==> src/rtl/fetch_row_unpacker_pkg.sv <==
// Shared widths and tile geometry for the fetch path (fetch stage, unpacker, compute array).
// Helper keeps counter widths at least one bit for degenerate parameter choices.
package fetch_row_unpacker_pkg;

    localparam int DATA_W     = 256;
    localparam int OUT_W      = 64;
    localparam int BEATS      = DATA_W / OUT_W;
    localparam int BEAT_IDX_W = (BEATS > 1) ? $clog2(BEATS) : 1;
    localparam int TILE_ROWS  = 32;
    localparam int DEPTH      = 4;

    function automatic int clog2_min1(input int v);
        return (v > 1) ? $clog2(v) : 1;
    endfunction

endpackage

==> src/rtl/fetch_row_unpacker_row_fifo.sv <==
// Synchronous DEPTH x DATA_W register FIFO with flush, occupancy level and head-of-queue output.
// Storage is cleared only by reset so the head output reads zero out of reset.
module row_fifo
    import fetch_row_unpacker_pkg::*;
#(
    parameter int DATA_W = 256,
    parameter int DEPTH  = 4
) (
    input  logic                       clk,
    input  logic                       rst,
    input  logic                       flush,
    input  logic                       push,
    input  logic                       pop,
    input  logic [DATA_W-1:0]          wr_data,
    output logic [DATA_W-1:0]          head_data,
    output logic [$clog2(DEPTH+1)-1:0] level
);

    localparam int PTR_W = clog2_min1(DEPTH);
    localparam int LVL_W = $clog2(DEPTH + 1);

    logic [DATA_W-1:0] mem_q [DEPTH];
    logic [DATA_W-1:0] mem_d [DEPTH];
    logic [PTR_W-1:0]  wr_ptr_q, wr_ptr_d;
    logic [PTR_W-1:0]  rd_ptr_q, rd_ptr_d;
    logic [LVL_W-1:0]  level_q, level_d;
    logic              push_ok;
    logic              pop_ok;

    // Guard against caller misuse so pointers and level can never diverge.
    assign push_ok = push && (level_q != LVL_W'(DEPTH));
    assign pop_ok  = pop && (level_q != '0);

    always_comb begin
        mem_d    = mem_q;
        wr_ptr_d = wr_ptr_q;
        rd_ptr_d = rd_ptr_q;
        level_d  = level_q;
        if (flush) begin
            wr_ptr_d = '0;
            rd_ptr_d = '0;
            level_d  = '0;
        end else begin
            if (push_ok) begin
                mem_d[wr_ptr_q] = wr_data;
                wr_ptr_d        = (wr_ptr_q == PTR_W'(DEPTH - 1)) ? '0 : wr_ptr_q + 1'b1;
            end
            if (pop_ok) begin
                rd_ptr_d = (rd_ptr_q == PTR_W'(DEPTH - 1)) ? '0 : rd_ptr_q + 1'b1;
            end
            case ({push_ok, pop_ok})
                2'b10:   level_d = level_q + 1'b1;
                2'b01:   level_d = level_q - 1'b1;
                default: level_d = level_q;
            endcase
        end
    end

    always_ff @(posedge clk) begin
        if (rst) begin
            mem_q    <= '{default: '0};
            wr_ptr_q <= '0;
            rd_ptr_q <= '0;
            level_q  <= '0;
        end else begin
            mem_q    <= mem_d;
            wr_ptr_q <= wr_ptr_d;
            rd_ptr_q <= rd_ptr_d;
            level_q  <= level_d;
        end
    end

    assign head_data = mem_q[rd_ptr_q];
    assign level     = level_q;

endmodule

==> src/rtl/fetch_row_unpacker.sv <==
// Buffers BRAM rows and serializes each into OUT_W beats, tracking tile boundaries.
// Flags rows dropped while the buffer is full (sticky until reset or flush).
module fetch_row_unpacker
    import fetch_row_unpacker_pkg::*;
#(
    parameter int DATA_W    = fetch_row_unpacker_pkg::DATA_W,
    parameter int OUT_W     = fetch_row_unpacker_pkg::OUT_W,
    parameter int DEPTH     = fetch_row_unpacker_pkg::DEPTH,
    parameter int TILE_ROWS = fetch_row_unpacker_pkg::TILE_ROWS
) (
    input  logic                       clk,
    input  logic                       rst,
    input  logic                       in_valid,
    input  logic [DATA_W-1:0]          in_data,
    output logic                       in_ready,
    input  logic                       flush,
    output logic                       out_valid,
    output logic [OUT_W-1:0]           out_data,
    input  logic                       out_ready,
    output logic                       out_last,
    output logic                       tile_done,
    output logic                       overflow,
    output logic [$clog2(DEPTH+1)-1:0] level
);

    localparam int NBEATS = DATA_W / OUT_W;
    localparam int BEAT_W = clog2_min1(NBEATS);
    localparam int ROW_W  = clog2_min1(TILE_ROWS);
    localparam int LVL_W  = $clog2(DEPTH + 1);

    logic [DATA_W-1:0] head_data;
    logic [LVL_W-1:0]  fifo_level;
    logic              push;
    logic              pop;
    logic              beat_hs;
    logic              beat_last;
    logic              row_last;

    logic [BEAT_W-1:0] beat_q, beat_d;
    logic [ROW_W-1:0]  row_q, row_d;
    logic              overflow_q, overflow_d;
    logic              tile_done_q, tile_done_d;

    assign in_ready  = (fifo_level < LVL_W'(DEPTH));
    assign out_valid = (fifo_level != '0);
    assign beat_hs   = out_valid && out_ready;
    assign beat_last = (beat_q == BEAT_W'(NBEATS - 1));
    assign row_last  = (row_q == ROW_W'(TILE_ROWS - 1));
    assign push      = in_valid && in_ready && !flush;
    assign pop       = beat_hs && beat_last && !flush;

    row_fifo #(
        .DATA_W (DATA_W),
        .DEPTH  (DEPTH)
    ) u_row_fifo (
        .clk       (clk),
        .rst       (rst),
        .flush     (flush),
        .push      (push),
        .pop       (pop),
        .wr_data   (in_data),
        .head_data (head_data),
        .level     (fifo_level)
    );

    always_comb begin
        beat_d      = beat_q;
        row_d       = row_q;
        overflow_d  = overflow_q;
        tile_done_d = 1'b0;
        if (flush) begin
            beat_d     = '0;
            row_d      = '0;
            overflow_d = 1'b0;
        end else begin
            if (in_valid && !in_ready) begin
                overflow_d = 1'b1;
            end
            if (beat_hs) begin
                if (beat_last) begin
                    beat_d      = '0;
                    row_d       = row_last ? '0 : row_q + 1'b1;
                    tile_done_d = row_last;
                end else begin
                    beat_d = beat_q + 1'b1;
                end
            end
        end
    end

    always_ff @(posedge clk) begin
        if (rst) begin
            beat_q      <= '0;
            row_q       <= '0;
            overflow_q  <= 1'b0;
            tile_done_q <= 1'b0;
        end else begin
            beat_q      <= beat_d;
            row_q       <= row_d;
            overflow_q  <= overflow_d;
            tile_done_q <= tile_done_d;
        end
    end

    // Beat select depends only on stored row and beat counter, so it holds steady under stall.
    assign out_data  = head_data[beat_q*OUT_W +: OUT_W];
    assign out_last  = out_valid && beat_last && row_last;
    assign tile_done = tile_done_q;
    assign overflow  = overflow_q;
    assign level     = fifo_level;

endmodule

==> config.mk <==
export PLATFORM = sky130hd
export DESIGN_NAME = fetch_row_unpacker
export DESIGN_NICKNAME = d
export VERILOG_FILES = /design/src/rtl/fetch_row_unpacker_pkg.sv /design/src/rtl/fetch_row_unpacker_row_fifo.sv /design/src/rtl/fetch_row_unpacker.sv
export SDC_FILE = /design/constraint.sdc
export NUM_CORES = 2
export LEC_CHECK = 0
export CAP_MARGIN = 40
export CORE_ASPECT_RATIO = 0.8
export CORE_MARGIN = 1
export CORE_UTILIZATION = 35
export DETAILED_ROUTE_END_ITERATION = 12
export GPL_ROUTABILITY_DRIVEN = 0
export PLACE_DENSITY = 0.64
export SLEW_MARGIN = 20
export SYNTH_ARGS = -nofsm -noshare
export SYNTH_HDL_FRONTEND = slang
export SYNTH_SLANG_ARGS = --single-unit
==> constraint.sdc <==
create_clock -name clk -period 2.4 [get_ports clk]
set_input_delay 0.36 -clock clk [delete_from_list [all_inputs] [get_ports clk]]
set_output_delay 0.36 -clock clk [all_outputs]
set_load 0.005 [all_outputs]
### Word-level counts from Yosys, hierarchy flattened

Index checks and enable logic that the tools add are counted.

| word-level totals | value |
|---|---|
| register bits after elaboration | 1,040 |
| latch bits | 0 |
| memory bits (writable) | 0 |
| ROM bits | 0 |
| bits of input ports | 261 |
| output and inout bits | 72 |
| logic and storage cells | 64 |
| memories kept | 0 |

| operators by class | value |
|---|---|
| add/subtract/negate cells | 6 |
| multiply operators | 0 |
| div/mod/pow operators | 0 |
| magnitude comparators | 4 |
| equality and inequality tests | 7 |
| shift-type cells | 1 |
| muxes and demuxes | 11 |
| bitwise logic cells | 5 |
| reductions and logical operators | 19 |

Operator list:

| operator | count |
|---|---|
| $bwmux W1024 | 1 |
| $mux W256 | 3 |
| $bmux W256 S2 | 1 |
| $demux W256 S2 | 1 |
| $shiftx A256 B9 Y64 | 1 |
| $logic_and A1 B1 Y1 | 11 |
| $eq A2 B2 Y1 const B | 4 |
| $add A2 B1 Y2 const B | 3 |
| $ge A3 B3 Y1 const B | 2 |
| $mux W2 | 3 |
| $not A2 Y3 | 2 |
| $pmux W3 S2 | 1 |
| $add A5 B1 Y5 const B | 1 |
| $eq A5 B5 Y1 const B | 1 |
| $mux W5 | 1 |
| $reduce_and A2 Y1 | 2 |
| $reduce_or A4 Y1 | 1 |
| $add A3 B1 Y3 const B | 1 |
| $lt A3 B1 Y1 const B | 1 |
| $lt A3 B3 Y1 const B | 1 |
| $ne A3 B3 Y1 const B | 1 |
| $not A1 Y1 | 3 |
| $reduce_bool A3 Y1 | 1 |
| $sub A3 B1 Y3 const B | 1 |
| 4 further kinds | 5 |

### Longest topological paths before layout

| depth | value |
|---|---|
| depth in word-level cells | 7 |
| gate-level depth with buffers | 10 |
| gate-level depth less buffers | 9 |

### Hierarchy

Synthesis repeated with hierarchy kept, for this count alone.

| second synthesis, totals | value |
|---|---|
| cell total of the unflattened synthesis | 4,078 |
| area total of the unflattened synthesis | 48,550.3 um2 |

Modules (own cells, without submodules):

| module | times used | cells each | area an instance (um2) | sequential area each (um2) |
|---|---|---|---|---|
| row_fifo | 1 | 3,953 | 46,594.7 | 20,639.8 |
| fetch_row_unpacker | 1 | 125 | 1,955.6 | 180.2 |

### Least setup slack after synthesis

No wires, ideal clock.

| timing | value |
|---|---|
| kind | reg2reg |
| start | reg u_row_fifo.level_q[2] (netlist: u_row_fifo.level[2]) |
| end | reg u_row_fifo.level_q[2] (netlist: u_row_fifo.level[2]) |
| library setup time | 70 ps |
| arrival | 2,130 ps |
| slack | 200 ps |
| stages on the path, launching flop included | 11 |
| buffers on the path | 2 |
| cell sequence | dfxtp_1 buf_2 o311ai_1 buf_2 nor2_1 ha_1 inv_1 fa_1 xor2_1 or3_1 a21oi_1 |

| on the way | value |
|---|---|
| longest elaborated chain between the ends | 7 |
| elaborated cells on any way between the ends | 16 |
| those cells by class | add/sub: 2; order compare: 1; eq/ne: 3; mux: 1; reduce/logical: 9 |

Ends and longest elaborated chain:

| element | RTL line | RTL |
|---|---|---|
| from (decl) | fetch_row_unpacker_row_fifo.sv:26 | `logic [LVL_W-1:0] level_q, level_d;` |
| from (signal assigned) | fetch_row_unpacker_row_fifo.sv:69 | `level_q <= level_d;` |
| $reduce_bool A3 Y1 * | fetch_row_unpacker_row_fifo.sv:32, fetch_row_unpacker.sv:45 |  |
| $logic_and A1 B1 Y1 | fetch_row_unpacker.sv:46 | `assign beat_hs = out_valid && out_ready;` |
| $logic_and A1 B1 Y1 (2 in a row) | fetch_row_unpacker.sv:50 | `assign pop = beat_hs && beat_last && !flush;` |
| $logic_and A1 B1 Y1 * | fetch_row_unpacker_row_fifo.sv:32 | `assign pop_ok = pop && (level_q != '0);` |
| net u_row_fifo.pop_ok | fetch_row_unpacker_row_fifo.sv:28 | `logic pop_ok;` |
| $eq A2 B1 Y1 / $eq A2 B2 Y1 (equally long branches) | fetch_row_unpacker_row_fifo.sv:51 | `case ({push_ok, pop_ok})` |
| $pmux W3 S2 / $reduce_bool A2 Y1 (equally long branches) | -- |  |

Mark *: on every way through the listed nets, which the timed path passes. The rest lies on a longest branch.
A chain may end at the register's enable or synchronous reset.

### Final worst setup path

| timing | value |
|---|---|
| start | reg u_row_fifo.rd_ptr_q[0] |
| end | out out_data[13] |

| on the way | value |
|---|---|
| longest elaborated chain between the ends | 5 |

Ends and longest elaborated chain:

| element | RTL line | RTL |
|---|---|---|
| from (decl) | fetch_row_unpacker_row_fifo.sv:25 | `logic [PTR_W-1:0] rd_ptr_q, rd_ptr_d;` |
| from (signal assigned) | fetch_row_unpacker_row_fifo.sv:68 | `rd_ptr_q <= rd_ptr_d;` |
| $not A2 Y3 (not written as such) | fetch_row_unpacker_row_fifo.sv:73 | `assign head_data = mem_q[rd_ptr_q];` |
| $bmux W256 S2 | fetch_row_unpacker_row_fifo.sv:73 |  |
| $mux W256 (not written as such) (2 in a row) | fetch_row_unpacker_row_fifo.sv:73 |  |
| $shiftx A256 B9 Y64 | fetch_row_unpacker.sv:106 | `assign out_data = head_data[beat_q*OUT_W +: OUT_W];` |
| to (decl) | fetch_row_unpacker.sv:18 | `output logic [OUT_W-1:0] out_data,` |

Every way passes these cells. The select of a mux whose other input is x is not followed.

==> results.sh <==
export IMPL_peakVddDrop_v=0.000603
export IMPL_skew_ns=0.0219
export IMPL_ant_nets=0
export IMPL_cts_tree="built"
export IMPL_hpwl_um=112000
export IMPL_synth_cells=5077
export IMPL_leakage_nw=18.6
export IMPL_synth_top_cell_area_share_pct=48.1
export IMPL_fin_crit_sh_pct=129
export IMPL_comb_power_share_pct=6.5
export IMPL_crit_top_cell="buf_6"
export IMPL_io_buffers=332
export IMPL_die_y_um=317
export IMPL_drive_gt1_share_pct=19.0
export IMPL_die_w_um=395
export IMPL_tightest_slew_ns=0.668
export IMPL_worstPathArrival_ns=2.74
export IMPL_tns_ns=-39.45
export IMPL_drc_errors=0
export IMPL_grt_setup_unrepaired="yes"
export IMPL_drt_iter0_markers=4614
export IMPL_hold_path_startpoint="rst"
export IMPL_relSlewSlack_pct=55.1
export IMPL_outcome="finished, violations left"
export IMPL_yosys_register_bits=1040
export IMPL_num_vias=39300
export IMPL_crit_family="buffers and inverters"
export IMPL_core_area_mm2=0.123
export IMPL_end_kind="primary output"
export IMPL_gr_total_overflow=0
export IMPL_cp_slowest_cell="mux4_2"
export IMPL_maxCapViolCount=0
export IMPL_pin_count=333
export IMPL_critPathKind="flop to primary output"
export IMPL_dieArea_mm2=0.125
export IMPL_crit_start="u_row_fifo.rd_ptr_q[0]"
export IMPL_power_mw=37.3
export IMPL_clockBufferDepth=3
export IMPL_grt_pass1_vias=36500
export IMPL_switching_share_pct=23.6
export IMPL_clockRootBuffer="clkbuf_16"
export IMPL_netlist_top_cells_area="dfxtp_1, nand2_1, mux4_2, a21oi_1, a22oi_1"
export IMPL_num_fill_cells=11400
export IMPL_fmax_mhz=322
export IMPL_num_nets_final=5724
export IMPL_grt_util_all_layers_pct=25.6
export IMPL_min_path_type="input port to flop"
export IMPL_worst_path_max_fanout=6
export IMPL_fin_cells=7201
export IMPL_clk_pin_slew_worst_paths_ns=0.06
export IMPL_wl_um=166000
export IMPL_hold_viol=0
export IMPL_setup_slack_ns=-0.704
export IMPL_antenna_found_initial=63
export IMPL_drtPass1Iterations=6
export IMPL_clock_sinks=1040
export IMPL_worst_path_buf_inv=7
export IMPL_area_growth_pct=29.8
export IMPL_power_internal_mw=28.5
export IMPL_pre_cts_slack_ns=-0.439
export IMPL_finalSetupViolCount=64
export IMPL_synth_seq_area_share_pct=48.1
export IMPL_power_frac_clock_pct=46.1
export IMPL_wl_per_cell_um=23.0
export IMPL_cts_htree_levels=3
export IMPL_path_cells="buf_12, buf_16, buf_16, buf_12, buf_6, mux4_2, a22oi_2, buf_6, nand2_4, buf_6"
export IMPL_synth_nets=5348
export IMPL_grt_pass1_wl_um=243000
export IMPL_final_max_slew_viol_count=0
export IMPL_p_per_area_mw_per_mm2=663
export IMPL_numCtsBuffers=104
export IMPL_r2r_start="beat_q[1]"
export IMPL_r2r_slack_ns=0.22
export IMPL_required_ns=2.04
export IMPL_yosysWarnings=0
export IMPL_synth_top_area_cell="dfxtp_1"
export IMPL_fin_util_pct=45.8
export IMPL_cp_start_kind="flop"
export IMPL_yosysUniqueCellTypes=32
export IMPL_place_inst=6867
export IMPL_drt_vias_per_instance=5.46
export IMPL_syn_area_mm2=0.0433
export IMPL_synth_avg_cell_area_um2=8.53
export IMPL_rows=115
export IMPL_initial_core_util_pct=35.3
export IMPL_grt_max_degree=112
export IMPL_insertion_delay_ns=0.72
export IMPL_seqPwrFrac_pct=47.3
export IMPL_max_stage_delay_ns=0.49
export IMPL_violations="negative setup slack"
export IMPL_period_needed_ns=3.10
export IMPL_switchingPower_mw=8.80
-- final cells by class --
type                       instances  area (µm²)  share of cell area (%)
antenna                           24        60.1                   0.107
tap                             1638        2050                    3.65
inverter                           6        22.5                  0.0401
clock buffer                     146        2990                    5.33
clock inverter                    46         559                   0.995
timing repair buffer             707        8370                    14.9
sequential                      1040       20800                    37.1
multi-input combinational       3594       21300                    37.9
-- layer usage --
metal  track usage [%]  share of wire (%)
met1              34.6                 41
met2              37.6                 44
met4              11.4                4.3
met5                 0               0.25
met3              7.76                 11
-- cell usage in the layout (no fill, tap or decap), drive strengths merged, types with 2 or more instances in the layout --
master	instances
dfxtp	1040
or3	5
clkinv	28
nand4bb	4
nor4bb	4
buf	435
a22oi	128
bufinv	11
nand2	2117
nor2b	2
a21oi	1033
ha	9
mux4	256
o21ai	3
clkinvlp	3
inv	10
diode	24
mux2i	5
nand3	2
clkdlybuf4s50	266
a31oi	2
nor2	12
clkbuf	152
xor2	2
-- cells in the mapped netlist --
| master | number |
|---|---|
| nor2_1 | 12 |
| mux4_2 | 256 |
| a21oi_1 | 1033 |
| and3_1 | 1 |
| xor2_1 | 2 |
| o311ai_1 | 1 |
| or4_1 | 1 |
| buf_2 | 65 |
| fa_1 | 1 |
| nand4bb_1 | 4 |
| nand2_1 | 2117 |
| or3_1 | 5 |
| nand3_1 | 2 |
| buf_1 | 20 |
| ha_1 | 9 |
| mux2i_1 | 5 |
| dfxtp_1 | 1040 |
| clkbuf_1 | 255 |
| or2_2 | 1 |
| inv_1 | 6 |
| nor2b_1 | 2 |
| or4b_2 | 1 |
| or3b_1 | 1 |
| buf_4 | 86 |
| a22oi_1 | 128 |
| nor4bb_1 | 4 |
| and2_1 | 1 |
| buf_6 | 11 |
| a31oi_1 | 2 |
| o21ai_0 | 3 |
| nor3_1 | 1 |
| o31ai_1 | 1 |
-- metrics by stage --
step                hold WS [ns]  area (µm²)
global route              0.0522       56200
finish                    0.0541       56200
global placement           0.438       50000
floorplan                  0.433       43300
CTS                       0.0206       55700
detailed placement         0.443       50000
-- power groups by stage --
stage	clock (mW)	combinational, mW	sequential (mW)
after global routing	18.1	2.57	17.7
after global placement	0	2.29	18.0
final	17.2	2.44	17.6
after CTS	17.4	2.37	17.6
after floorplan	0	1.01	18.0
after detailed placement	0	2.31	18.0
-- registers in the layout, summed over array words and instances, names as in the netlist --
name	flops
overflow	1
u_row_fifo.rd_ptr_q	2
row_q	5
tile_done	1
beat_q	2
u_row_fifo.wr_ptr_q	2
u_row_fifo.level	3
u_row_fifo.mem_q	1024
-- repair_timing --
item,4_1_cts,5_1_grt
cloned,8,1
pin swaps,105,47
hold buffers,0,0
setup buffers,98,23
resized for setup,514,93
setup endpoints to repair,65,65
-- logic make-up (layout without fill, tap and decap cells) --
kind of cell    after synthesis  in the layout  share of synthesized area [%]
buf+inv                     443            905                           4.97
simple gates               2153           2153                           18.9
xor+xnor                      2              2                         0.0405
fa+ha+maj                    10             10                          0.306
flops                      1040           1040                           48.1
other cells                   0             24                              0
compound gates             1168           1168                           14.3
mux                         261            261                           13.4
-- path summary, 6_finish.rpt --
path	cells past startpoint	end
max	10	out_data[13]
min	2	u_row_fifo.mem_q[258]
max reg2reg	9	u_row_fifo.level[2]
min reg2reg	2	u_row_fifo.mem_q[452]
(Power assumes the default switching activity.)
